`config.mk`:
```
export PLATFORM = sky130hd
export DESIGN_NAME = dcache_rd_resp_flat
export DESIGN_NICKNAME = d
export VERILOG_FILES = /design/src/rtl/dcache_rd_resp_if.sv /design/src/rtl/dcache_rd_resp.sv /design/src/flat_wrapper.sv
export SDC_FILE = /design/constraint.sdc
export NUM_CORES = 1
export LEC_CHECK = 0
export ABC_AREA = 1
export CAP_MARGIN = 20
export CORE_MARGIN = 5
export CORE_UTILIZATION = 40
export DETAILED_ROUTE_END_ITERATION = 8
export HOLD_SLACK_MARGIN = 0.15
export PLACE_DENSITY = 0.67
export SETUP_SLACK_MARGIN = 0.4
export SYNTH_ARGS = -nofsm -noshare
export SYNTH_HDL_FRONTEND = slang
export SYNTH_SLANG_ARGS = --single-unit
```
`constraint.sdc`:
```
create_clock -name clk -period 2.9 [get_ports clk]
set_input_delay 0.58 -clock clk [delete_from_list [all_inputs] [get_ports clk]]
set_output_delay 0.58 -clock clk [all_outputs]
set_load 0.1 [all_outputs]
```
`src/rtl/dcache_rd_resp_if.sv`:
```
`default_nettype none
// ============================================================================
// Module      : dcache_rd_resp_if
// Description : Request, cache-array and response signals of dcache_rd_resp.
// Revision    : 1.0 - initial release
// ============================================================================
interface dcache_rd_resp_if;
    logic        req_valid;
    logic [14:0] req_addr;
    logic [1:0]  req_size;
    logic        glb_inv;
    logic        stall;
    logic        cache_req_v;
    logic [12:0] cache_addr;
    logic [31:0] cache_rdata;
    logic        cache_ack;
    logic        rsp_v;
    logic [31:0] rsp_data;

    // master: TLB stage plus cache array; slave: the read responder
    modport master (
        output req_valid, req_addr, req_size, glb_inv, cache_rdata, cache_ack,
        input  stall, cache_req_v, cache_addr, rsp_v, rsp_data
    );

    modport slave (
        input  req_valid, req_addr, req_size, glb_inv, cache_rdata, cache_ack,
        output stall, cache_req_v, cache_addr, rsp_v, rsp_data
    );
endinterface
`default_nettype wire

```
`src/rtl/dcache_rd_resp.sv`:
```
`default_nettype none
// ============================================================================
// Module      : dcache_rd_resp
// Description : Memory-stage read responder: one or two word fetches, little-
//               endian byte assembly. Optional last-word buffer when the
//               macro DCRSP_LASTWORD_EN is defined.
// Revision    : 1.0 - initial release
// ============================================================================
module dcache_rd_resp (
    input  wire logic       clk,
    input  wire logic       rst,
    dcache_rd_resp_if.slave bus
);
    typedef enum logic [1:0] {
        S_IDLE = 2'd0,
        S_W1   = 2'd1,
        S_W2   = 2'd2,
        S_DONE = 2'd3
    } state_t;

    state_t      r_state;
    logic [1:0]  r_off;
    logic [1:0]  r_size;
    logic [31:0] r_lo;
    logic [12:0] r_cache_addr;
    logic [31:0] r_rsp_data;

    logic        w_spill;
    logic        w_lw_hit;
    logic [31:0] w_lw_data;

    // Shift the two-word window down to the start byte, keep size+1 bytes
    function automatic logic [31:0] f_assemble(input logic [63:0] pair,
                                               input logic [1:0]  off,
                                               input logic [1:0]  size);
        logic [63:0] sh;
        logic [31:0] mask;
        sh   = pair >> {off, 3'b000};
        mask = 32'hFFFF_FFFF >> {~size, 3'b000};
        return sh[31:0] & mask;
    endfunction

    assign w_spill = ({1'b0, r_off} + {1'b0, r_size}) > 3'd3;

`ifdef DCRSP_LASTWORD_EN
    logic        r_lw_valid;
    logic [12:0] r_lw_idx;
    logic [31:0] r_lw_data;
    logic        w_req_spill;
    logic        w_ack_take;

    assign w_req_spill = ({1'b0, bus.req_addr[1:0]} + {1'b0, bus.req_size}) > 3'd3;
    assign w_lw_hit    = r_lw_valid && !w_req_spill && (r_lw_idx == bus.req_addr[14:2]);
    assign w_lw_data   = r_lw_data;
    assign w_ack_take  = bus.cache_ack && ((r_state == S_W1) || (r_state == S_W2));

    always_ff @(posedge clk or posedge rst) begin
        if (rst) begin
            r_lw_valid <= 1'b0;
            r_lw_idx   <= 13'd0;
            r_lw_data  <= 32'd0;
        end else if (bus.glb_inv) begin
            r_lw_valid <= 1'b0;
        end else if (w_ack_take) begin
            r_lw_valid <= 1'b1;
            r_lw_idx   <= r_cache_addr;
            r_lw_data  <= bus.cache_rdata;
        end
    end
`else
    assign w_lw_hit  = 1'b0;
    assign w_lw_data = 32'd0;
`endif

    always_ff @(posedge clk or posedge rst) begin
        if (rst) begin
            r_state      <= S_IDLE;
            r_off        <= 2'd0;
            r_size       <= 2'd0;
            r_lo         <= 32'd0;
            r_cache_addr <= 13'd0;
            r_rsp_data   <= 32'd0;
        end else if (bus.glb_inv) begin
            r_state <= S_IDLE;
            r_lo    <= 32'd0;
        end else begin
            case (r_state)
                S_IDLE: begin
                    if (bus.req_valid) begin
                        r_off  <= bus.req_addr[1:0];
                        r_size <= bus.req_size;
                        if (w_lw_hit) begin
                            r_rsp_data <= f_assemble({32'd0, w_lw_data},
                                                     bus.req_addr[1:0], bus.req_size);
                            r_state    <= S_DONE;
                        end else begin
                            r_cache_addr <= bus.req_addr[14:2];
                            r_state      <= S_W1;
                        end
                    end
                end
                S_W1: begin
                    if (bus.cache_ack) begin
                        r_lo <= bus.cache_rdata;
                        if (w_spill) begin
                            // 13-bit add wraps the top word back to zero
                            r_cache_addr <= r_cache_addr + 13'd1;
                            r_state      <= S_W2;
                        end else begin
                            r_rsp_data <= f_assemble({32'd0, bus.cache_rdata}, r_off, r_size);
                            r_state    <= S_DONE;
                        end
                    end
                end
                S_W2: begin
                    if (bus.cache_ack) begin
                        r_rsp_data <= f_assemble({bus.cache_rdata, r_lo}, r_off, r_size);
                        r_state    <= S_DONE;
                    end
                end
                default: r_state <= S_IDLE;
            endcase
        end
    end

    assign bus.stall       = (r_state != S_IDLE);
    assign bus.cache_req_v = (r_state == S_W1) || (r_state == S_W2);
    assign bus.cache_addr  = r_cache_addr;
    assign bus.rsp_v       = (r_state == S_DONE) && !bus.glb_inv;
    assign bus.rsp_data    = r_rsp_data;
endmodule
`default_nettype wire
```
`src/flat_wrapper.sv`:
```
// flat-port wrapper written by rule: the top's interface ports become plain ports
module dcache_rd_resp_flat 
  (clk, rst, bus_req_valid, bus_req_addr, bus_req_size, bus_glb_inv, bus_cache_rdata, bus_cache_ack, bus_stall, bus_cache_req_v, bus_cache_addr, bus_rsp_v, bus_rsp_data);
  dcache_rd_resp_if bus_i ();
  input  wire logic clk;
  input  wire logic rst;
  input wire logic [$bits(bus_i.req_valid)-1:0] bus_req_valid;
  input wire logic [$bits(bus_i.req_addr)-1:0] bus_req_addr;
  input wire logic [$bits(bus_i.req_size)-1:0] bus_req_size;
  input wire logic [$bits(bus_i.glb_inv)-1:0] bus_glb_inv;
  input wire logic [$bits(bus_i.cache_rdata)-1:0] bus_cache_rdata;
  input wire logic [$bits(bus_i.cache_ack)-1:0] bus_cache_ack;
  output wire logic [$bits(bus_i.stall)-1:0] bus_stall;
  output wire logic [$bits(bus_i.cache_req_v)-1:0] bus_cache_req_v;
  output wire logic [$bits(bus_i.cache_addr)-1:0] bus_cache_addr;
  output wire logic [$bits(bus_i.rsp_v)-1:0] bus_rsp_v;
  output wire logic [$bits(bus_i.rsp_data)-1:0] bus_rsp_data;
  assign bus_i.req_valid = bus_req_valid;
  assign bus_i.req_addr = bus_req_addr;
  assign bus_i.req_size = bus_req_size;
  assign bus_i.glb_inv = bus_glb_inv;
  assign bus_i.cache_rdata = bus_cache_rdata;
  assign bus_i.cache_ack = bus_cache_ack;
  assign bus_stall = bus_i.stall;
  assign bus_cache_req_v = bus_i.cache_req_v;
  assign bus_cache_addr = bus_i.cache_addr;
  assign bus_rsp_v = bus_i.rsp_v;
  assign bus_rsp_data = bus_i.rsp_data;
  dcache_rd_resp u_core (.clk(clk), .rst(rst), .bus(bus_i));
endmodule
```
# == Word level (Yosys, flattened, before mapping) ==
# Index checks and enable logic that the tools add are counted.
# classes
n_shift,3
n_bitwise,4
n_mul,0
n_mux,17
magnitude_cmp,1
reduce_logical,14
n_eq_ne,11
n_addsub,2
div,0
# ops
cell,count
$mux 32,6
$and 32x32->32,2
$pmux 32 s2,1
$shr 64x5->32,1
$mux 13,3
$shr 32x5->32,1
$shr 32x5->32 const A,1
$pmux 13 s2,1
$add 13x1->13 const B,1
$reduce_and 5->1,2
$reduce_bool 2->1,5
$ne 3x3->1 const B,3
$mux 2,4
$ne 2x2->1 const B,4
$pmux 2 s3,1
$reduce_and 3->1,2
$eq 2x2->1 const B,2
$add 2x2->3,1
$gt 3x2->1 const B,1
$eq 2x1->1 const B,1
$logic_not 2->1,1
$ne 2x1->1 const B,1
$not 2->2,1
$reduce_and 2->1,1
5 further kinds,5
# word_totals
input_bits,54
mem_bits_ro,0
latchBits,0
ramBits,0
register_bits,83
memories,0

# == Depth between registers and ports, before layout ==
# Gate-level depths: netlist of the first run.
# logic_depth
word_depth,6
mapped_depth,11
mapped_depth_nobuf,11

# == Least setup slack after synthesis of the first run ==
# No wires, ideal clock.
# synth_timing
path_type,input to output
startpoint,input bus_glb_inv
endpoint,output bus_rsp_v
t_arrival_ns,1.833
t_required_ns,2.320
stages,1
n_path_buf,0
path_slack_ns,0.487
path_cell_list,nor2_1
# synth_via
elab_chain_len,2
# synth_rtl
item,line,text
from (decl),flat_wrapper.sv:10,input wire logic [$bits(bus_i.glb_inv)-1:0] bus_glb_inv;
$logic_not 1->1,dcache_rd_resp.sv:129,assign bus.rsp_v = (r_state == S_DONE) && !bus.glb_inv;
$logic_and 1x1->1,dcache_rd_resp.sv:129,
to (decl),flat_wrapper.sv:16,output wire logic [$bits(bus_i.rsp_v)-1:0] bus_rsp_v;
# No other way between the ends.

# == Final worst setup path of the first run ==
# layout_timing
startpoint,register u_core.r_state[0]
endpoint,output bus_stall
# layout_via
elab_chain_len,1
# layout_rtl
item,line,text
from (decl),dcache_rd_resp.sv:21,state_t r_state;
from (signal assigned),dcache_rd_resp.sv:77,r_state <= S_IDLE;
from (signal assigned),dcache_rd_resp.sv:84,r_state <= S_IDLE;
from (signal assigned),dcache_rd_resp.sv:95,r_state <= S_DONE;
$reduce_bool 2->1,dcache_rd_resp.sv:126,assign bus.stall = (r_state != S_IDLE);
to (decl),flat_wrapper.sv:13,output wire logic [$bits(bus_i.stall)-1:0] bus_stall;
# No other way between the ends.

==> metrics.cfg, run 1 <==
[sta]
fin_tns_setup_ns=0
maxSlewViolCount=0
fin_crit_sh_pct=72.6
whs_ns=0.479
fmax_mhz=475
fin_crit_ns=2.11
final-setup-viol-count=0
finalHoldViolCount=0
worst_pin_slew_ns=0.662
fin_worst_skew_ns=0.00632
rsz0062_at_grt=false
relSlewSlack_pct=55.8

[worst_setup_path]
crit_family=buffers and inverters
r2r-end=u_core.bus.rsp_data[29]
arrival_ns=1.53
worstPathMaxFanout=4
worst_path_max_delay_cell=dfrtp_1
crit_buf_inv=3
cp-end-kind=output pin
reg2reg_from=u_core.r_state[0]
required_ns=2.32
crit_chain=inv_1, ha_1, inv_1, buf_4
rr_worst_depth=9
criticalPathCategory=flop to output pin
crit_start=u_core.r_state[0]
crit_cells=4
r2r_slack_ns=0.86
crit_top_cell=inv_1
slowest_delay_ns=0.42
cp-start-kind=flop

[synth]
synth.distinct_cells=27
synth_edf_count=0
synth-seq-area-share_pct=40.3
syn_inst=763
yosysMostFrequentCell=nand2_1
yosys_warnings=0
syn_area_um2=5160
synth.top_cells.by_area=dfrtp_1 40%, nand2_1 22%, nand3_1 14%, inv_1 4.1%, o21ai_0 4.0%
yosysTopAreaCellShare_pct=40.3
avgSynthCellArea_um2=6.76
ys_async_sr_fraction_pct=100
synth-seq-cells=83
synth.net_count=824
yosysTopAreaCell=dfrtp_1
ys_top_cells_by_count=304 x nand2_1, 144 x nand3_1, 83 x dfrtp_1
ys.flop_type=dfrtp_1

[clocking]
cts_max_path_buffers=2
clock_latency_ns=0.35
cts-hold-fix-buffers=0
cts_tree=built
cts_buffers=9
cts_sinks=83
cts_root_buf=clkbuf_16
cts_repair_resize_count=0
clk_pin_slew_ns=0.06
post-cts-setup-buffers=0
ctsHtreeMaxLevel=3

[layout]
fill_cells=1333
layout-drive-gt1-share_pct=10.9
syn2layout_area_growth_pct=24.9
final_nets=908
final_cells=1024
antenna_cells=0

[global_route]
met2_usage_pct=31.7
use_met1_pct=29.5
grt-busiest-layer=met2
antenna_found_initial=0
grt_pass1_wl_um=24900
grt-ovfl-total=0
grt_pass1_vias=4776
grt_use_met3_pct=4.09
grt_max_degree=52
grt_usage_pct=21.2

[routing]
firstDrtPassIters=5
wl_per_cell_um=15.2
vias_per_cell=5.08
drc=0
route.vias.total=5199
drt_iter0_drc=528
finalWirelength_um=15500
ant_nets=0

[hold_path]
min_path_cells=2
min_path_type=flop to flop
hold_path.startpoint=u_core.bus.rsp_data[3]
holdPathEnd=u_core.bus.rsp_data[3]

[pwr]
ir_drop_mv=0.384
p_leak_nw=3.34
p_per_area_nw_per_um2=1250

[die]
pin_count=102
coreArea_um2=12600
fp.dieW_um=124
dieArea_um2=15300
start_util_pct=40.9
die_h_um=124
row_count=41

[placement]
io_buffers=101
hpwl_um=11200
place.gp.congestion=0.904
place_inst=1008

[outcome]
outcome=finished, final reports clean

[job]
cap_viol_max_count=0

-- through the flow --
| stage | total power (W) | cell area (um^2) | setup WS, ns | utilization, % |
|---|---|---|---|---|
| 2_1_floorplan | 0.00577 | 5160 | 0.487 | - |
| 3_3_place_gp | 0.00691 | 6150 | 0.772 | 48.8 |
| 3_5_place_dp | 0.00692 | 6150 | 0.709 | 48.8 |
| 4_1_cts | 0.00810 | 6450 | 0.770 | 51.1 |
| 5_1_grt | 0.00858 | 6450 | 0.696 | 51.1 |
| 6_report | 0.00807 | 6450 | 0.794 | 51.1 |
-- area by class of cell --
type,instances,area [um^2],share of cell area (%)
multi-input combinational,577,2620,40.6
sequential,83,2080,32.2
timing repair buffer,115,1010,15.6
inverter,61,233,3.61
clock buffer,10,229,3.55
tap,172,215,3.34
clock inverter,6,65.1,1.01
-- cells by family (layout without fill, tap and decap cells) --
logic type               count (synthesis)  in the layout  synth area share [%]
flip-flops                              83             83                  40.3
AND/OR/NAND/NOR                        495            495                  40.4
buffers and inverters                  103            192                  9.04
adder cells (fa/ha/maj)                  7              7                  1.70
XOR/XNOR                                 1              1                 0.170
AO/OA/AOI/OAI                           74             74                  8.44
-- flip-flops by register name, indices dropped and copies added (netlist names) --
signal	cells
u_core.bus.rsp_data	32
u_core.r_lo	32
u_core.bus.cache_addr	13
u_core.r_off	2
u_core.r_size	2
u_core.r_state	2
-- cell usage in the layout (no fill, tap or decap), types with 2 or more instances in the layout --
cell             instances
inv_2                    4
dfrtp_1                 83
clkdlybuf4s50_1         53
nand3b_1                 4
nand3_1                144
clkinv_2                 2
buf_4                   61
clkinvlp_4               2
o22ai_2                  2
nand2_1                304
inv_1                   56
o21ai_0                 41
ha_1                     6
nand4_1                  3
o21ai_1                  3
o22ai_1                 13
a21oi_1                  5
nand2_2                  4
o211ai_1                 9
clkbuf_16                9
nor2_1                  32
-- worst min-delay path, cell delays in order (launching register included) --
cell and delay (ns):
dfrtp_1 0.34, nand2_1 0.05, nand2_1 0.05
-- how the worst max path moves through the flow --
stage	to	slack, ns
2_1_floorplan	bus_rsp_v	0.49
3_3_place_gp	u_core.bus.rsp_data[23]	0.77
3_5_place_dp	u_core.bus.rsp_data[23]	0.71
4_1_cts	bus_stall	0.77
5_1_grt	bus_stall	0.70
6_report	bus_stall	0.79
-- where the power goes --
part	internal (W)	total [W]	leakage, nW	switching (W)
Combinational	0.00118	0.00508	2.11	0.00390
Sequential	0.00151	0.00184	1.10	0.000328
Clock	0.000668	0.00115	0.143	0.000480
Total	0.00336	0.00807	3.34	0.00471
-- layer usage --
| metal | share of wire (%) | vias up |
|---|---|---|
| li1 | - | 2638 |
| met1 | 46 | 2356 |
| met2 | 44 | 180 |
| met3 | 7.1 | 25 |
| met4 | 3.1 | 0 |
| met5 | 0 | - |
(Power assumes the default switching activity.)
==> inputs of run 2 (changes only) <==
==> constraint.sdc (replaced) <==
create_clock -name clk -period 1.9 [get_ports clk]
set_input_delay 0.38 -clock clk [delete_from_list [all_inputs] [get_ports clk]]
set_output_delay 0.38 -clock clk [all_outputs]
set_load 0.1 [all_outputs]
==> run 2 against run 1 <==
Effect of this change: flip-flop and latch count is the same; setup slack got worse by 0.66 ns; sequential share of layout area fell by 6.0 points; core utilization increased by 12 points; combinational power rose by 100%; largest power group unchanged.
==> metrics.cfg, run 2 (synthesis gave the netlist of run 1 again) <==
[routing]
ant_nets=0  ; unchanged
drc=0  ; unchanged
drt_iter0_drc=568  ; +7.6%
route.vias.total=5647  ; +8.6%
finalWirelength_um=17900  ; +15%
vias_per_cell=5.35  ; +5.4%
wl_per_cell_um=17.0  ; +12%
firstDrtPassIters=6  ; +1

[sta]
fmax_mhz=566
fin_crit_sh_pct=92.9
final-setup-viol-count=0  ; unchanged
fin_worst_skew_ns=0.00597  ; -0.000355 ns
rsz0062_at_grt=true
fin_crit_ns=1.77
worst_pin_slew_ns=0.426  ; -0.236 ns
finalHoldViolCount=0  ; unchanged
relSlewSlack_pct=71.5  ; +16 points
maxSlewViolCount=0  ; unchanged

[placement]
place.gp.congestion=0.909  ; +0.52%
io_buffers=101  ; unchanged
place_inst=1017  ; +0.89%
hpwl_um=12000  ; +6.7%

[worst_setup_path]
crit_chain=inv_2, ha_4, inv_4, nor2_4, nand2_4, nor2_4, nand2_4, a21oi_4, buf_12, nand2_1, nand2_1
criticalPathCategory=flop to flop
worstPathMaxFanout=8  ; +4
cp-end-kind=flop
slowest_delay_ns=0.39  ; -0.03 ns
cp-start-kind=flop
arrival_ns=2.05  ; +0.52 ns
required_ns=2.18  ; -0.14 ns
worst_path_max_delay_cell=dfrtp_1

[die]
coreArea_um2=12600  ; unchanged
die_h_um=124  ; unchanged
pin_count=102  ; unchanged
dieArea_um2=15300  ; unchanged
start_util_pct=40.9  ; unchanged
fp.dieW_um=124  ; unchanged
row_count=41  ; unchanged

[global_route]
grt_usage_pct=22.4  ; +1.3 points
grt-ovfl-total=0  ; unchanged
grt_max_degree=34  ; -35%
antenna_found_initial=0  ; unchanged
grt_pass1_wl_um=26700  ; +7.2%
grt_pass1_vias=5273  ; +10%

[pwr]
ir_drop_mv=0.699  ; +82%
p_leak_nw=3.87  ; +16%
p_per_area_nw_per_um2=1930  ; +55%
p_total_w=0.0154  ; +91%

[clocking]
cts_buffers=9  ; unchanged
cts_max_path_buffers=2  ; unchanged
clock_latency_ns=0.34  ; about the same
cts_tree=built
cts_root_buf=clkbuf_16
ctsHtreeMaxLevel=3  ; unchanged
cts_sinks=83  ; unchanged
clk_pin_slew_ns=0.06  ; about the same

[layout]
final_nets=939  ; +3.4%
final_cells=1055  ; +3.0%
antenna_cells=0  ; unchanged
fill_cells=1122  ; -16%
syn2layout_area_growth_pct=54.1
layout-drive-gt1-share_pct=21.6  ; +11 points
final_common_cell=nand2_1
fin_util_pct=63.0  ; +12 points
final_cell_mix=266 x nand2_1, 141 x nand3_1, 75 x dfrtp_1, 59 x buf_12, 52 x clkdlybuf4s50_1

[outcome]
outcome=finished, final reports clean

[hold_path]
min_path_type=input pin to asynchronous set/reset pin

[job]
cap_viol_max_count=0  ; unchanged

## run 2: path summary, 6_finish.rpt
path	start	end	slack, ns	cells after the start
max reg2reg	u_core.r_state[1]	u_core.bus.rsp_data[8]	0.13	11
max	u_core.r_state[1]	u_core.bus.rsp_data[8]	0.13	11
min	rst	u_core.r_lo[16]	0.35	2
max in group asynchronous	rst	u_core.r_lo[29]	0.98	3
min in group clk	u_core.r_lo[8]	u_core.r_lo[8]	0.51	2
min reg2reg	u_core.r_lo[8]	u_core.r_lo[8]	0.51	2
## run 2: routing by layer
| metal | GRT usage, % | routed length, um | vias to the layer above |
|---|---|---|---|
| li1 | - | - | 2704 |
| met1 | 29.9 | 7560 | 2653 |
| met2 | 37.7 | 8760 | 257 |
| met3 | 3.32 | 1240 | 33 |
| met4 | 6.99 | 383 | 0 |
| met5 | 0 | 0 | - |
## run 2: power by group
group          switching, W  internal, W  leakage (nW)
logic               0.00665      0.00377          2.62
registers          0.000728      0.00233          1.09
clock network      0.000722      0.00119         0.157
total               0.00810      0.00729          3.87
## run 2: layout make-up
cell class / instances / area [um^2] / area share (%)
multi-input cells: 577 / 2930 / 36.8
repair buffers: 146 / 2130 / 26.8
flip-flops and latches: 83 / 2090 / 26.2
inverters: 61 / 267 / 3.35
clock buffers: 12 / 246 / 3.10
well taps: 172 / 215 / 2.71
clock inverters: 4 / 73.8 / 0.928
## run 2: repair_timing
action	CTS	global route
hold buffers	0	0
setup endpoints to repair	62	77
resized for setup	22	82
buffers inserted	7	7
pin swaps	9	26
cloned	2	6
## run 2: worst max-delay path, delay by kind of cell, from the launching register on
| kind | cells | cell delay [ns] |
|---|---|---|
| compound gates | 1 | 0.16 |
| buf+inv | 3 | 0.28 |
| flops | 1 | 0.39 |
| fa+ha+maj | 1 | 0.31 |
| simple gates | 6 | 0.56 |
## run 2: stage by stage
stage          cell area (um^2)  hold slack [ns]  TNS [ns]  worst slack, ns
3_5_place_dp               6950            0.500    -0.200          -0.0389
2_1_floorplan              5230            0.478         0            0.142
6_report                   7950            0.351         0            0.134
3_3_place_gp               6950            0.491         0          0.00484
4_1_cts                    7480            0.357         0            0.155
5_1_grt                    7950            0.361         0           0.0842
==> edit 1, RTL diff (settings of run 2) <==
Add a define of `DCRSP_LASTWORD_EN`.
--- a/src/rtl/dcache_rd_resp.sv
+++ b/src/rtl/dcache_rd_resp.sv
@@ -8,2 +8,4 @@
 // ============================================================================
+`define DCRSP_LASTWORD_EN
+
 module dcache_rd_resp (
Behaviour: not the same (a bounded check fails within 10 cycles, from zero or initial values and one cycle with rst high).
==> edit 1 against run 2 <==
- the flow now finishes with violations (negative setup slack)
- cell count rose by 63%
- first-iteration DRC count rose by 120%
- largest power group unchanged
- worst setup slack got worse by 0.18 ns
- routed wire length is 98% higher
- synthesized area is 57% higher
- sequential cell count grew 46
- final area grew 71%
- synthesized cell count grew 61%
- largest cell class unchanged
- non-clock buffer count grew 101
- total power increased by 64%
- critical path depth rose by 1
==> edit 1: results (changes against run 2) <==
| Metric | Value |
|---|---|
| Status | finished with violations |
| Failing checks | negative setup slack |
| Most instantiated cells after synthesis | nand2_1, nand3_1, dfrtp_1 |
| Max VDD drop | 1.20 mV (+72%) |
| Met3 GRT Util | 0.0699 (+0.0367) |
| Final #Nets | 1495 (+59%) |
| DRT Wirelength | 35.5 mm (+98%) |
| Placed inst area | 10400 µm² (+50%) |
| First-pass GRT wire length | 52.3 mm (+96%) |
| Worst Path Max Fanout | 5 (-3) |
| Total of fill cells in the finished design | 1473 (+31%) |
| Worst Path Arrival | 2.32 ns (+0.27 ns) |
| Hold_ws | 0.394 ns (+0.0433 ns) |
| Internal power | 0.0125 W (+72%) |
| FF-to-FF Start | u_core.r_state[0]$_DFFE_PP0P_ |
| Multi-Input Combinational | 929 (+61%) |
| Vias in the first global route | 9407 (+78%) |
| Vias | 9987 (+77%) |
| Clock Latency Late Sink | 0.43 ns (+0.09 ns) |
| Setup TNS | -0.0972 ns (-0.0972 ns) |
| Clk tree area frac | 0.0469 (+0.00659) |
| Num CTS Buffers | 17 (+8) |
| Worst hold path type | in2reg |
| Share of layout cells above drive strength 1 | 0.375 (+0.159) |
| Fin worst setup slack | -0.0474 ns (-0.182 ns) |
| Largest net degree at the start of global routing | 42 (+24%) |
| Slowest stage delay, CP | 0.37 ns (-0.02 ns) |
| Total GRT Usage | 0.281 (+0.0570) |
| Met2 Use GR | 0.442 (+0.0650) |
| Number of non-clock inverters | 109 (+79%) |
| Core Rows | 52 (+27%) |
| Buffers excl. clock | 247 (+69%) |
| Met1 global-route usage | 0.368 (+0.0689) |
| Critical path startpoint | u_core.r_state[0]$_DFFE_PP0P_ |
| P_leak | 6.47 nW (+67%) |
| Clock network power share | 0.143 (+0.019) |
| Setup WS pre-CTS | -0.321 ns (-0.282 ns) |
| Number of clock buffers in the layout | 20 (+8) |
| Fraction of area in multi-input gates | 0.405 (+0.0367) |
| Sequential cells | 129 (+55%) |
| Post-layout util | 0.677 (+0.0471) |
| Post-synthesis sequential area ratio | 0.399 (-0.00351) |
| Final setup viols | 3 (+3) |
| Post-Syn Nets | 1292 (+57%) |
| HPWL after DPL | 21.4 mm (+79%) |
| FF/Latch Area | 3250 µm² (+56%) |
| Drt wl/cell | 20.7 µm (+22%) |
| Comb power | 0.0166 W (+60%) |
| Initial DRC count | 1268 (+120%) |
| CTS H-tree lvls | 4 (+1) |
[edit 1: changes by cell type after synthesis, moves of 13 or more]
cell / run 2 / this run
nand3_1: 144 / 235
clkbuf_1: 12 / 25
buf_2: 16 / 29
nand2_1: 304 / 476
dfrtp_1: 83 / 129
o21ai_0: 41 / 116
nor2_1: 32 / 45
inv_1: 57 / 104
[edit 1: cells by family (layout without fill, tap and decap cells)]
logic type                 Yosys count  in the layout  synth area share
DFF                                129            129             0.399
adders and majority gates            8              8            0.0124
and+or+nand+nor                    774            778             0.404
AOI/OAI and AO/OA                  143            143            0.0934
buffers and inverters              176            388            0.0908
[edit 1: what timing repair did]
action,CTS,global route
setup buffers,31,13
pin swaps,108,41
resized for setup,251,181
endpoints found under the setup margin,95,140
cloned,19,8
[edit 1: layer usage]
layer | wire [µm] | vias to the layer above
met5 | 0 | -
met2 | 16200 | 696
met1 | 13400 | 4685
li1 | - | 4410
met4 | 2250 | 0
met3 | 3620 | 196
==> edit 2, RTL diff (flow settings as in run 2) <==
Without the edit above. Encoding of `state_t`: now Gray code (2 bits for 4 states).
--- a/src/rtl/dcache_rd_resp.sv
+++ b/src/rtl/dcache_rd_resp.sv
@@ -14,6 +14,6 @@
     typedef enum logic [1:0] {
-        S_IDLE = 2'd0,
-        S_W1   = 2'd1,
-        S_W2   = 2'd2,
-        S_DONE = 2'd3
+        S_IDLE = 2'b00,
+        S_W1   = 2'b01,
+        S_W2   = 2'b11,
+        S_DONE = 2'b10
     } state_t;
Behaviour: same outputs for any inputs over 4 cycles, from zero or initial values and one cycle with rst high; so few cycles prove little.
==> edit 2 against run 2 <==
- total power shrank 18%
- synthesized area decreased by 4.0%
- combinational power shrank 23%
- count of clock-buffer cells in the layout is 2 lower
- routed wire length up 5.9%
- final area grew 3.7%
- critical path depth decreased by 7
- via count rose by 1.6%
- critical path type is now reg2out
- worst setup slack better by 0.038 ns
- sequential cell count stayed put
- cell count is 1.5% lower
- largest cell class unchanged
- highest routed layer unchanged
==> edit 2: results (changes against run 2) <==
| Metric | Value |
|---|---|
| Vias in the first global route | 5604 (+6.3%) |
| Final weighted congestion in routability-driven placement | 0.859 (-5.4%) |
| Clock Latency Late Sink | 0.35 ns |
| Num CTS Buffers | 9 (unchanged) |
| Post-Syn Nets | 786 (-4.6%) |
| Largest cells by area after synthesis | dfrtp_1, nand2_1, nand3_1, inv_1, o21ai_0 |
| Final cell count without fillers | 1039 (-1.5%) |
| Post-synthesis sequential area ratio | 0.419 (+0.0167) |
| CTS H-tree lvls | 3 (unchanged) |
| Drt wl/cell | 18.3 µm (+7.6%) |
| Syn Area/Cell | 6.79 µm² (+0.36%) |
| Total GRT Usage | 0.247 (+0.0230) |
| Number of diodes | 0 (unchanged) |
| Slew margin rel. | 0.628 (-0.0870) |
| Synth cell types | 26 (-3.7%) |
| Clock buffer depth | 2 (unchanged) |
| Worst Path Max Fanout | 5 (-3) |
| Status | finished, final reports clean |
| Post-DR vias/cell | 5.52 (+3.1%) |
| Total of fill cells in the finished design | 890 (-21%) |
| First-pass GRT wire length | 28.9 mm (+8.1%) |
| Largest net degree at the start of global routing | 51 (+50%) |
| Root Driver | clkbuf_16 |
| Final #Nets | 922 (-1.8%) |
| Worst Path Arrival | 1.35 ns (-0.70 ns) |
| Max VDD drop | 0.885 mV (+27%) |
| P_leak | 3.87 nW (about the same) |
| Clock Skew | 0.00517 ns (-0.000798 ns) |
| Share of layout cells above drive strength 1 | 0.276 (+0.0592) |
| Post-Place Cells | 990 (-2.7%) |
| Most instantiated cells after synthesis | nand2_1, nand3_1, dfrtp_1 |
| Critical path startpoint | u_core.r_state[1]$_DFFE_PP0P_ |
| Slowest library cell on the worst path | dfrtp_1 |
| FF-to-FF Start | u_core.r_state[0]$_DFFE_PP0P_ |
| HPWL after DPL | 11.8 mm (-1.5%) |
| Initial DRC count | 770 (+36%) |
==> edit 2: changes by cell type after synthesis, sizes merged, moves of 4 or more <==
cell,change
nor2,+13
inv,+19
o22ai,+12
ha,-5
buf,-7
nand2,-69
clkbuf,+4
==> edit 2: logic make-up (layout without fill, tap and decap cells) <==
group	after synthesis	after routing	share of synthesized area
compound gates	84	84	0.0960
flops	83	83	0.419
mux	1	1	0.00227
buf+inv	120	261	0.0977
simple gates	440	440	0.380
fa+ha+maj	2	2	0.00505
==> edit 2: power breakdown <==
group | switching (W) | internal, W
clock | 0.000753 | 0.000921
sequential | 0.000739 | 0.00227
combinational | 0.00515 | 0.00284
==> edit 2: stage by stage <==
step | hold WS, ns | utilization | power, W | cell area [µm²] | setup slack (ns)
floorplan | 0.447 | - | 0.00730 | 4970 | -0.299
global placement | 0.505 | 0.564 | 0.0101 | 6800 | 0.0246
detailed placement | 0.519 | 0.564 | 0.0102 | 6800 | 0.0259
CTS | 0.392 | 0.646 | 0.0123 | 7800 | 0.188
global route | 0.411 | 0.684 | 0.0131 | 8250 | 0.134
finish | 0.383 | 0.684 | 0.0127 | 8250 | 0.173
==> edit 2: layout make-up <==
cell class                 instances  area (µm²)  area share
sequential                        83        2080       0.253
tap                              168         210      0.0255
timing repair buffer             163        2390       0.290
clock buffer                      10         239      0.0290
clock inverter                     6        40.0     0.00486
timing repair inverter             1        6.26    0.000759
multi-input combinational        527        2940       0.356
inverter                          81         335      0.0407
==> edit 2: worst paths after layout <==
check / cells after the start / to / slack, ns
worst max-delay path: 4 / bus_rsp_v / 0.17
worst min-delay path: 2 / u_core.r_lo[12]$_DFFE_PP0P_ / 0.38
worst max register to register: 10 / u_core.bus.rsp_data[28]$_DFFE_PP0P_ / 0.21
worst min register to register: 2 / u_core.r_lo[14]$_DFFE_PP0P_ / 0.52
max in group asynchronous: 3 / u_core.r_lo[1]$_DFFE_PP0P_ / 0.99
min in group clk: 3 / u_core.r_state[1]$_DFFE_PP0P_ / 0.52
==> edit 2: critical path: cells and delay by family (launching register included) <==
family | cells | cell delay (ns)
AND/OR/NAND/NOR | 1 | 0.17
buffers and inverters | 3 | 0.44
flip-flops | 1 | 0.39
==> edit 2: repair_timing <==
| item | in CTS | in global routing |
|---|---|---|
| gates resized for setup | 105 | 82 |
| endpoints found under the setup margin | 81 | 82 |
| buffers inserted | 17 | 5 |
| pin swaps | 20 | 20 |
| gates cloned | 6 | 5 |
==> edit 2: layer usage <==
metal / wire, µm / global-route usage / part of all wire
met1: 7510 / 0.328 / 0.39
met2: 9240 / 0.404 / 0.49
met3: 1610 / 0.0364 / 0.085
met4: 645 / 0.101 / 0.034
met5: 0 / 0 / 0
